==> config.mk <==
export PLATFORM = sky130hd
export DESIGN_NAME = ble_fsk_nco_tx_flat
export DESIGN_NICKNAME = d
export VERILOG_FILES = /design/src/rtl/ble_fsk_nco_tx_pkg.sv /design/src/rtl/ble_fsk_nco_tx_if.sv /design/src/rtl/ble_fsk_nco_tx_phase_acc.sv /design/src/rtl/ble_fsk_nco_tx.sv /design/src/flat_wrapper.sv
export SDC_FILE = /design/constraint.sdc
export NUM_CORES = 1
export LEC_CHECK = 0
export CORE_MARGIN = 4
export CORE_UTILIZATION = 47
export CTS_CLUSTER_DIAMETER = 150
export DETAILED_ROUTE_END_ITERATION = 8
export PLACE_DENSITY = 0.73
export SYNTH_ARGS = -nofsm -noshare
export SYNTH_HDL_FRONTEND = slang
export SYNTH_SLANG_ARGS = --single-unit
export TNS_END_PERCENT = 50
==> constraint.sdc <==
create_clock -name CLK -period 5.75 [get_ports CLK]
set_input_delay 1.725 -clock CLK [delete_from_list [all_inputs] [get_ports CLK]]
set_output_delay 1.725 -clock CLK [all_outputs]
set_load 0.05 [all_outputs]
==> src/rtl/ble_fsk_nco_tx_pkg.sv <==
// ble_tx_pkg: shared defaults and state encoding for the BLE FSK NCO transmitter
package ble_tx_pkg;
   localparam int PHASE_W_DEF = 24;
   localparam int OUT_W_DEF = 8;
   localparam int SPS_DEF = 64;
   localparam int DEV_DEF = 65536;
   typedef enum logic {IDLE, RUN} state_t;
endpackage

==> src/rtl/ble_fsk_nco_tx_if.sv <==
// ble_fsk_nco_tx_if: serial symbol valid/ready stream into the modulator
interface ble_fsk_nco_tx_if;
   logic sym_bit;
   logic sym_last;
   logic sym_valid;
   logic sym_ready;
   modport master(output sym_bit, sym_last, sym_valid, input sym_ready);
   modport slave(input sym_bit, sym_last, sym_valid, output sym_ready);
endinterface

==> src/rtl/ble_fsk_nco_tx_phase_acc.sv <==
// ble_phase_acc: modulo phase accumulator with clear-and-add, enable and registered MSB output
module ble_phase_acc import ble_tx_pkg::*; #(
   parameter int PHASE_W = PHASE_W_DEF,
   parameter int OUT_W = OUT_W_DEF
) (
   input  logic               clk,
   input  logic               rst,
   input  logic               clr,
   input  logic               en,
   input  logic [PHASE_W-1:0] inc,
   output logic [OUT_W-1:0]   phase_out,
   output logic               phase_valid
);
   logic [PHASE_W-1:0] acc, acc_next;
   // a clear restarts from zero but still applies this cycle's increment
   always_comb acc_next = (clr ? '0 : acc) + inc;
   // advance the phase and publish its MSBs only on generating cycles
   always_ff @(posedge clk or posedge rst)
      if (rst) begin
         acc <= '0;
         phase_out <= '0;
         phase_valid <= 1'b0;
      end else begin
         phase_valid <= en;
         if (en) begin
            acc <= acc_next;
            phase_out <= acc_next[PHASE_W-1 -: OUT_W];
         end
      end
endmodule

==> src/rtl/ble_fsk_nco_tx.sv <==
// ble_fsk_nco_tx: continuous-phase BLE FSK modulator; define BLE_TX_SHAPE_EN for 2-tap frequency shaping
module ble_fsk_nco_tx import ble_tx_pkg::*; #(
   parameter int PHASE_W = PHASE_W_DEF,
   parameter int OUT_W = OUT_W_DEF,
   parameter int SAMPLES_PER_SYM = SPS_DEF,
   parameter int DEV = DEV_DEF
) (
   input  logic               CLK,
   input  logic               RST,
   input  logic               LOCK,
   input  logic               rate_2m,
   input  logic [PHASE_W-1:0] fcw_center,
   ble_fsk_nco_tx_if.slave    sym,
   output logic [OUT_W-1:0]   phase_out,
   output logic               phase_valid,
   output logic               busy,
   output logic               lock_err,
   output logic               urun_err,
   input  logic               clr_err
);
   localparam int CW = $clog2(SAMPLES_PER_SYM);
   localparam logic [PHASE_W-1:0] DEV_W = PHASE_W'(DEV);
   state_t state;
   logic [CW-1:0] cnt, sps_m1;
   logic bit_r, last_r, run, bnd, take, start, gen, cur;
   logic [PHASE_W-1:0] off, inc;
`ifdef BLE_TX_SHAPE_EN
   logic prev_r, prev;
`endif
   // handshake, sample-generation decision and per-clock frequency word
   always_comb begin
      run = state == RUN;
      bnd = run && cnt == sps_m1;
      sym.sym_ready = run ? LOCK && bnd && !last_r : LOCK;
      take = sym.sym_valid && sym.sym_ready;
      start = take && !run;
      gen = take || (run && LOCK && !bnd);
      cur = take ? sym.sym_bit : bit_r;
`ifdef BLE_TX_SHAPE_EN
      prev = start ? sym.sym_bit : take ? bit_r : prev_r;
      off = cur != prev ? '0 : cur ? DEV_W : -DEV_W;
`else
      off = cur ? DEV_W : -DEV_W;
`endif
      inc = fcw_center + off;
   end
   // control FSM, symbol counter and sticky error flags
   always_ff @(posedge CLK or posedge RST)
      if (RST) begin
         state <= IDLE;
         cnt <= '0;
         sps_m1 <= '0;
         bit_r <= 1'b0;
         last_r <= 1'b0;
         busy <= 1'b0;
         lock_err <= 1'b0;
         urun_err <= 1'b0;
      end else begin
         if (take) begin
            bit_r <= sym.sym_bit;
            last_r <= sym.sym_last;
            cnt <= '0;
         end else if (run) cnt <= cnt + 1'b1;
         if (start) sps_m1 <= rate_2m ? CW'(SAMPLES_PER_SYM/2 - 1) : CW'(SAMPLES_PER_SYM - 1);
         state <= gen ? RUN : IDLE;
         busy <= gen;
         lock_err <= (run && !LOCK) || (lock_err && !clr_err);
         urun_err <= (bnd && LOCK && !last_r && !sym.sym_valid) || (urun_err && !clr_err);
      end
`ifdef BLE_TX_SHAPE_EN
   // remember the symbol feeding the second shaping tap
   always_ff @(posedge CLK or posedge RST)
      if (RST) prev_r <= 1'b0;
      else if (take) prev_r <= prev;
`endif
   ble_phase_acc #(.PHASE_W(PHASE_W), .OUT_W(OUT_W)) u_acc (
      .clk(CLK),
      .rst(RST),
      .clr(start),
      .en(gen),
      .inc(inc),
      .phase_out(phase_out),
      .phase_valid(phase_valid)
   );
endmodule
==> src/flat_wrapper.sv <==
// flat-port wrapper written by rule: the top's interface ports become plain ports
module ble_fsk_nco_tx_flat import ble_tx_pkg::*;
#(
   parameter int PHASE_W = PHASE_W_DEF,
   parameter int OUT_W = OUT_W_DEF,
   parameter int SAMPLES_PER_SYM = SPS_DEF,
   parameter int DEV = DEV_DEF
)
  (CLK, RST, LOCK, rate_2m, fcw_center, phase_out, phase_valid, busy, lock_err, urun_err, clr_err, sym_sym_bit, sym_sym_last, sym_sym_valid, sym_sym_ready);
  ble_fsk_nco_tx_if sym_i ();
  input  logic CLK;
  input  logic RST;
  input  logic LOCK;
  input  logic rate_2m;
  input  logic [PHASE_W-1:0] fcw_center;
  output logic [OUT_W-1:0] phase_out;
  output logic phase_valid;
  output logic busy;
  output logic lock_err;
  output logic urun_err;
  input  logic clr_err;
  input wire logic [$bits(sym_i.sym_bit)-1:0] sym_sym_bit;
  input wire logic [$bits(sym_i.sym_last)-1:0] sym_sym_last;
  input wire logic [$bits(sym_i.sym_valid)-1:0] sym_sym_valid;
  output wire logic [$bits(sym_i.sym_ready)-1:0] sym_sym_ready;
  assign sym_i.sym_bit = sym_sym_bit;
  assign sym_i.sym_last = sym_sym_last;
  assign sym_i.sym_valid = sym_sym_valid;
  assign sym_sym_ready = sym_i.sym_ready;
  ble_fsk_nco_tx #(.PHASE_W(PHASE_W), .OUT_W(OUT_W), .SAMPLES_PER_SYM(SAMPLES_PER_SYM), .DEV(DEV)) u_core (.CLK(CLK), .RST(RST), .LOCK(LOCK), .rate_2m(rate_2m), .fcw_center(fcw_center), .sym(sym_i), .phase_out(phase_out), .phase_valid(phase_valid), .busy(busy), .lock_err(lock_err), .urun_err(urun_err), .clr_err(clr_err));
endmodule
After elaboration in Yosys (flattened, before gate mapping)
Index checks and enable logic that the tools add are counted.
- register bits: 50
- input port bits: 32
- output and inout port bits: 13
- logic and storage cells: 43
- add/subtract/negate cells: 3
- eq/ne operators: 1
- mux-type cells: 8
- reductions and logical operators: 21
- operator list (cell ; number):
    $add 24x24->24 ; 2
    $mux 24 ; 2
    $mux 6 ; 3
    $logic_and 1x1->1 ; 11
    $add 6x1->6 const B ; 1
    $eq 6x6->1 ; 1
    $logic_not 1->1 ; 6
    $logic_or 1x1->1 ; 3
    $mux 1 ; 3
    $reduce_bool 2->1 ; 1

Depth between registers and ports, before layout
- depth in word-level cells: 10
- depth in mapped cells: 18
- depth with buffers taken out: 16

Hierarchy
A second synthesis with hierarchy kept.
- cell total of the unflattened synthesis: 356
- area, all modules: 3198.1 sq um
- modules (own cells, without submodules) (module ; times used ; cells each ; area an instance (sq um) ; sequential area each (sq um)):
    ble_phase_acc ; 1 ; 267 ; 2359.8 ; 625.6
    ble_fsk_nco_tx ; 1 ; 89 ; 838.3 ; 325.3

Worst setup path after synthesis
OpenSTA, ideal clock, no wires.
- path type: input to register
- start: input sym_sym_valid
- end: register u_core.u_acc.acc[23]
- library setup time: 0.082 ns
- arrival: 4.770 ns
- required time: 5.668 ns
- setup slack: 0.898 ns
- stages: 14
- buffers on the path: 0
- path through: nand2_1 -> a21oi_4 -> mux2i_2 -> fa_1 -> ha_1 -> a21o_1 -> a21oi_1 -> nand2b_1 -> o21ai_1 -> a21oi_2 -> a41o_1 -> xnor2_1 -> a21oi_1 -> o22ai_1
- longest elaborated chain between the ends: 5
- elaborated cells on any way between the ends: 8
- classes of those cells: add/sub (2); mux (3); reduce/logical (3)
- ends and longest elaborated chain (item ; RTL line ; text):
    from (decl) ; flat_wrapper.sv:24 ; input wire logic [$bits(sym_i.sym_valid)-1:0] sym_sym_valid;
    $logic_and 1x1->1 * ; ble_fsk_nco_tx.sv:35 ; take = sym.sym_valid && sym.sym_ready;
    $mux 1 ; ble_fsk_nco_tx.sv:38 ; cur = take ? sym.sym_bit : bit_r;
    $mux 24 ; ble_fsk_nco_tx.sv:43 ; off = cur ? DEV_W : -DEV_W;
    $add 24x24->24 ; ble_fsk_nco_tx.sv:45 ; inc = fcw_center + off;
    $add 24x24->24 ; ble_fsk_nco_tx_phase_acc.sv:16 ; always_comb acc_next = (clr ? '0 : acc) + inc;
    to (signal assigned) ; ble_fsk_nco_tx_phase_acc.sv:26 ; acc <= acc_next;
    to (decl) ; ble_fsk_nco_tx_phase_acc.sv:14 ; logic [PHASE_W-1:0] acc, acc_next;
Mark *: on every way between the ends. The rest lies on a longest branch, timed or not.
A chain may end at the register's enable or synchronous reset.

Worst setup path after layout
- start: input sym_sym_valid
- end: register u_core.u_acc.phase_out[6]
- longest elaborated chain between the ends: 5
- elaborated cells on any way between the ends: 8
- classes of those cells: add/sub (2); mux (3); reduce/logical (3)
- ends and longest elaborated chain (item ; RTL line ; text):
    $logic_and 1x1->1 * ; ble_fsk_nco_tx.sv:35 ;
    $mux 1 ; ble_fsk_nco_tx.sv:38 ;
    $mux 24 ; ble_fsk_nco_tx.sv:43 ;
    $add 24x24->24 ; ble_fsk_nco_tx.sv:45 ;
    $add 24x24->24 ; ble_fsk_nco_tx_phase_acc.sv:16 ;
    to (signal assigned) ; ble_fsk_nco_tx_phase_acc.sv:27 ; phase_out <= acc_next[PHASE_W-1 -: OUT_W];
    to (decl) ; ble_fsk_nco_tx_phase_acc.sv:11 ; output logic [OUT_W-1:0] phase_out,
Marks and branches as above.

==> reports/qor.log <==
qor: pwr.fin_total_pwr 0.00190 W
qor: routing.detail_route.drc_violations 0
qor: synthesis.synth_enable_flop_cells 0
qor: clock_network.clock_sinks 37
qor: pwr.power.ir.vdd_worst 0.169 mV
qor: routing.dr_total_vias 2514
qor: worst_setup_path.critical_path.startpoint_type primary input
qor: routing.firstDrtPassIters 4
qor: synthesis.synthDominantCellAreaShare 29.6%
qor: worst_setup_path.worst-endpoint-arrival 5.33 ns
qor: worst_setup_path.worst_path_max_delay_cell sky130_fd_sc_hd__clkdlybuf4s50_1
qor: sta.timing_worst_slew_pin_value 0.793 ns
qor: place.routabilityCongestion 0.861
qor: worst_setup_path.worst-path-max-fanout 16
qor: synthesis.synth_compound_gate_area_share 18.8%
qor: die.die_y 89.6 microns
qor: worst_setup_path.rrSetupSlack 1.49 ns
qor: die.fp.dieW 89.6 microns
qor: place.detailed_place_hpwl 5110 microns
qor: worst_setup_path.startpoint sym_sym_valid
qor: final_layout.drive_above_1_share 6.91%
qor: final_layout.area_growth 19.8%
qor: grt.global_route.usage.total 18.2%
qor: hold_path.timing.hold.worst.class register to register
qor: worst_setup_path.cpPeakStageDelay 0.52 ns
qor: synthesis.synthMostInstantiatedCell sky130_fd_sc_hd__nand2_1
qor: grt.number_of_global_route_vias_before_repair 2528
qor: worst_setup_path.worstSetupEndpointType register
qor: sta.grt_setup_unrepaired false
qor: hold_path.min_from u_core.u_acc.acc[0]
qor: final_layout.num_antenna_cells 0
qor: synthesis.synth_area 3130 sq um
qor: clock_network.ctsHtreeMaxLevel 2
qor: sta.setup_viols_final 0
qor: sta.finalHoldViolCount 0
qor: place.buffer_ports.inserted 44
qor: synthesis.synth_top_family_by_area adder cells
qor: worst_setup_path.timing.setup.critical_path_class primary input to register
qor: sta.final_min_period_over_clock_period 89.6%
qor: synthesis.synth_xor_xnor_area_share 7.52%
qor: synthesis.yosys.area_share.adder 20.5%
qor: clock_network.path_clk_slew 0.08 ns
qor: sta.timing.final.max_slew_violations 0
qor: routing.post_drt_wl_per_cell 14.0 microns
qor: worst_setup_path.critical_path.reg2reg.startpoint u_core.cnt[4]
qor: routing.antenna_violating_nets_post_route 0
qor: synthesis.ys_ff_latch 37
qor: synthesis.synth_async_sr_flop_share 100%
qor: synthesis.yosys_warnings 0
qor: die.fp.dieArea 8030 sq um
qor: die.rows 29
qor: pwr.leakagePower 1.74 nW
qor: outcome.outcome complete, no violations
qor: synthesis.yosys_most_used_dff sky130_fd_sc_hd__dfrtp_1
qor: clock_network.cts-root-to-sink-buffers 2
qor: pwr.power_per_cell_area 508 nW/um^2
qor: synthesis.syn_area_per_cell 8.99 sq um
qor: grt.pin_count_of_the_biggest_net_entering_global_routing 38
qor: synthesis.seq_area_frac_synth 29.6%
qor: synthesis.synth_cells 348
qor: synthesis.synth.top_cells.by_count sky130_fd_sc_hd__nand2_1 (43), sky130_fd_sc_hd__ha_1 (40), sky130_fd_sc_hd__dfrtp_1 (37)
qor: die.floorplan.core_area 6420 sq um
qor: sta.final.hold.worst_slack 0.468 ns
qor: die.initial_core_utilization 48.7%
qor: worst_setup_path.crit_path_cell_trace clkdlybuf4s50_1 > nand3_1 > buf_4 > and2_1 > ha_1 > ha_1 > a21o_1 > a21o_1 > a2111oi_0 > nor2_1 > o211ai_1 > a211oi_1 > o41ai_1 > xor2_1 > o21ai_1
qor: grt.global_route_wire_length_before_repair 11400 microns
qor: worst_setup_path.worstPathRequired 5.93 ns
qor: synthesis.yosysUniqueCellTypes 53
qor: sta.max-slew-margin-rel 47.0%
qor: clock_network.cts_setup_buffers 0
qor: sta.min_period 5.15 ns
qor: die.top_level_ports 45
qor: flow_run.maxCapViolCount 0
qor: clock_network.cts_repair_resize_count 0
qor: clock_network.cts_made_buffers 5
qor: synthesis.syn_nets 427
qor: sta.setup_total_negative_slack 0 ns
qor: grt.grt_antenna_before_repair 0
qor: synthesis.synth_top_cells_by_area sky130_fd_sc_hd__dfrtp_1 (30%), sky130_fd_sc_hd__ha_1 (16%), sky130_fd_sc_hd__nand2_1 (5.2%)
qor: routing.routed_wl 6570 microns
qor: final_layout.filler_cell_count 576
qor: routing.initialDrtViolationCount 80
qor: clock_network.cts_tree done
qor: routing.vias_per_cell 5.37
qor: synthesis.synth-simple-area-share 17.0%
qor: sta.final.setup_skew 0.00695 ns
qor: synthesis.multiplexer_share_of_the_synthesized_area 1.48%
qor: clock_network.cts-root-buf sky130_fd_sc_hd__clkbuf_8
qor: sta.clock.fmax 194 MHz
qor: clock_network.ctsHoldBuffers 0
qor: final_layout.nets 469
qor: synthesis.yosys.area.top_type sky130_fd_sc_hd__dfrtp_1
qor: clock_network.clk_latency 0.29 ns
qor: grt.grt_overflow_total 0
## metal layers
layer,part of all wire (%),global-route usage [%],up-vias
met3,2.8,2.55,7
met1,46,24.0,1176
met4,1.2,5.68,0
met5,0,0,-
met2,50,31.0,41
li1,-,-,1290
## power breakdown
group          internal (W)  switching (W)  total [W]
clock network      0.000141       0.000102   0.000243
registers          0.000360      0.0000686   0.000429
logic              0.000552       0.000680    0.00123
## worst max-delay path: cells and delay by family
family | cells | cell delay (ns)
AO/OA/AOI/OAI | 7 | 1.67
XOR/XNOR | 1 | 0.18
adder cells (fa/ha/maj) | 2 | 0.64
buffers and inverters | 2 | 0.72
AND/OR/NAND/NOR | 3 | 0.41
## flip-flops by register name, indices dropped and copies added, names as in the netlist
signal	cells
u_core.bit_r	1
u_core.busy	1
u_core.cnt	6
u_core.last_r	1
u_core.lock_err	1
u_core.sps_m1	2
u_core.u_acc.acc	17
u_core.u_acc.phase_out	7
u_core.urun_err	1
## area by class of cell
cell class                      count  area, sq um  share of cell area, %
Clock buffer                        6         82.6                   2.20
Timing Repair Buffer               53          508                   13.6
Clock inverter                      2         37.5                   1.00
Sequential cell                    37          926                   24.7
Inverter                           15         56.3                   1.50
Multi-Input combinational cell    278         2040                   54.5
Tap cell                           77         96.3                   2.57
## final timing paths
path	cells past startpoint	endpoint
max	15	u_core.u_acc.phase_out[6]
min	2	u_core.u_acc.acc[0]
max reg2reg	16	u_core.u_acc.acc[23]
min reg2reg	2	u_core.u_acc.acc[0]
max in group asynchronous	3	u_core.u_acc.acc[4]
min in group asynchronous	3	u_core.urun_err
## through the flow
step	cell area, sq um	instances	util (%)	setup WS, ns
floorplan	3130	348	-	0.898
global placement	3630	460	56.5	0.443
detailed placement	3630	460	56.5	0.334
CTS	3750	468	58.4	0.613
global route	3750	468	58.4	0.247
finish	3750	468	58.4	0.600
## cell usage in the layout (no fill, tap or decap), types with 2 or more instances in the layout
cell	netlist	final
sky130_fd_sc_hd__a211oi_1	2	2
sky130_fd_sc_hd__a21o_1	11	11
sky130_fd_sc_hd__a21oi_1	23	23
sky130_fd_sc_hd__and2_1	23	23
sky130_fd_sc_hd__buf_4	10	9
sky130_fd_sc_hd__clkbuf_8	0	6
sky130_fd_sc_hd__clkdlybuf4s50_1	0	44
sky130_fd_sc_hd__dfrtp_1	37	37
sky130_fd_sc_hd__fa_1	7	7
sky130_fd_sc_hd__ha_1	40	40
sky130_fd_sc_hd__inv_1	14	14
sky130_fd_sc_hd__nand2_1	43	43
sky130_fd_sc_hd__nand2b_1	5	5
sky130_fd_sc_hd__nand3_1	6	6
sky130_fd_sc_hd__nand4_1	3	3
sky130_fd_sc_hd__nor2_1	20	20
sky130_fd_sc_hd__nor2b_1	2	2
sky130_fd_sc_hd__nor3_1	3	3
sky130_fd_sc_hd__o21a_1	2	2
sky130_fd_sc_hd__o21ai_0	23	23
sky130_fd_sc_hd__o21ai_1	7	7
sky130_fd_sc_hd__o22ai_1	2	2
sky130_fd_sc_hd__o31a_1	2	2
sky130_fd_sc_hd__o31ai_1	3	3
sky130_fd_sc_hd__xnor2_1	14	14
sky130_fd_sc_hd__xor2_1	11	11
## kinds of logic after synthesis
logic type	count (synthesis)
AO/OA/AOI/OAI	91
adder cells (fa/ha/maj)	47
buffers and inverters	33
AND/OR/NAND/NOR	110
multiplexers	4
flip-flops	37
XOR/XNOR	26
(Power assumes the default switching activity.)
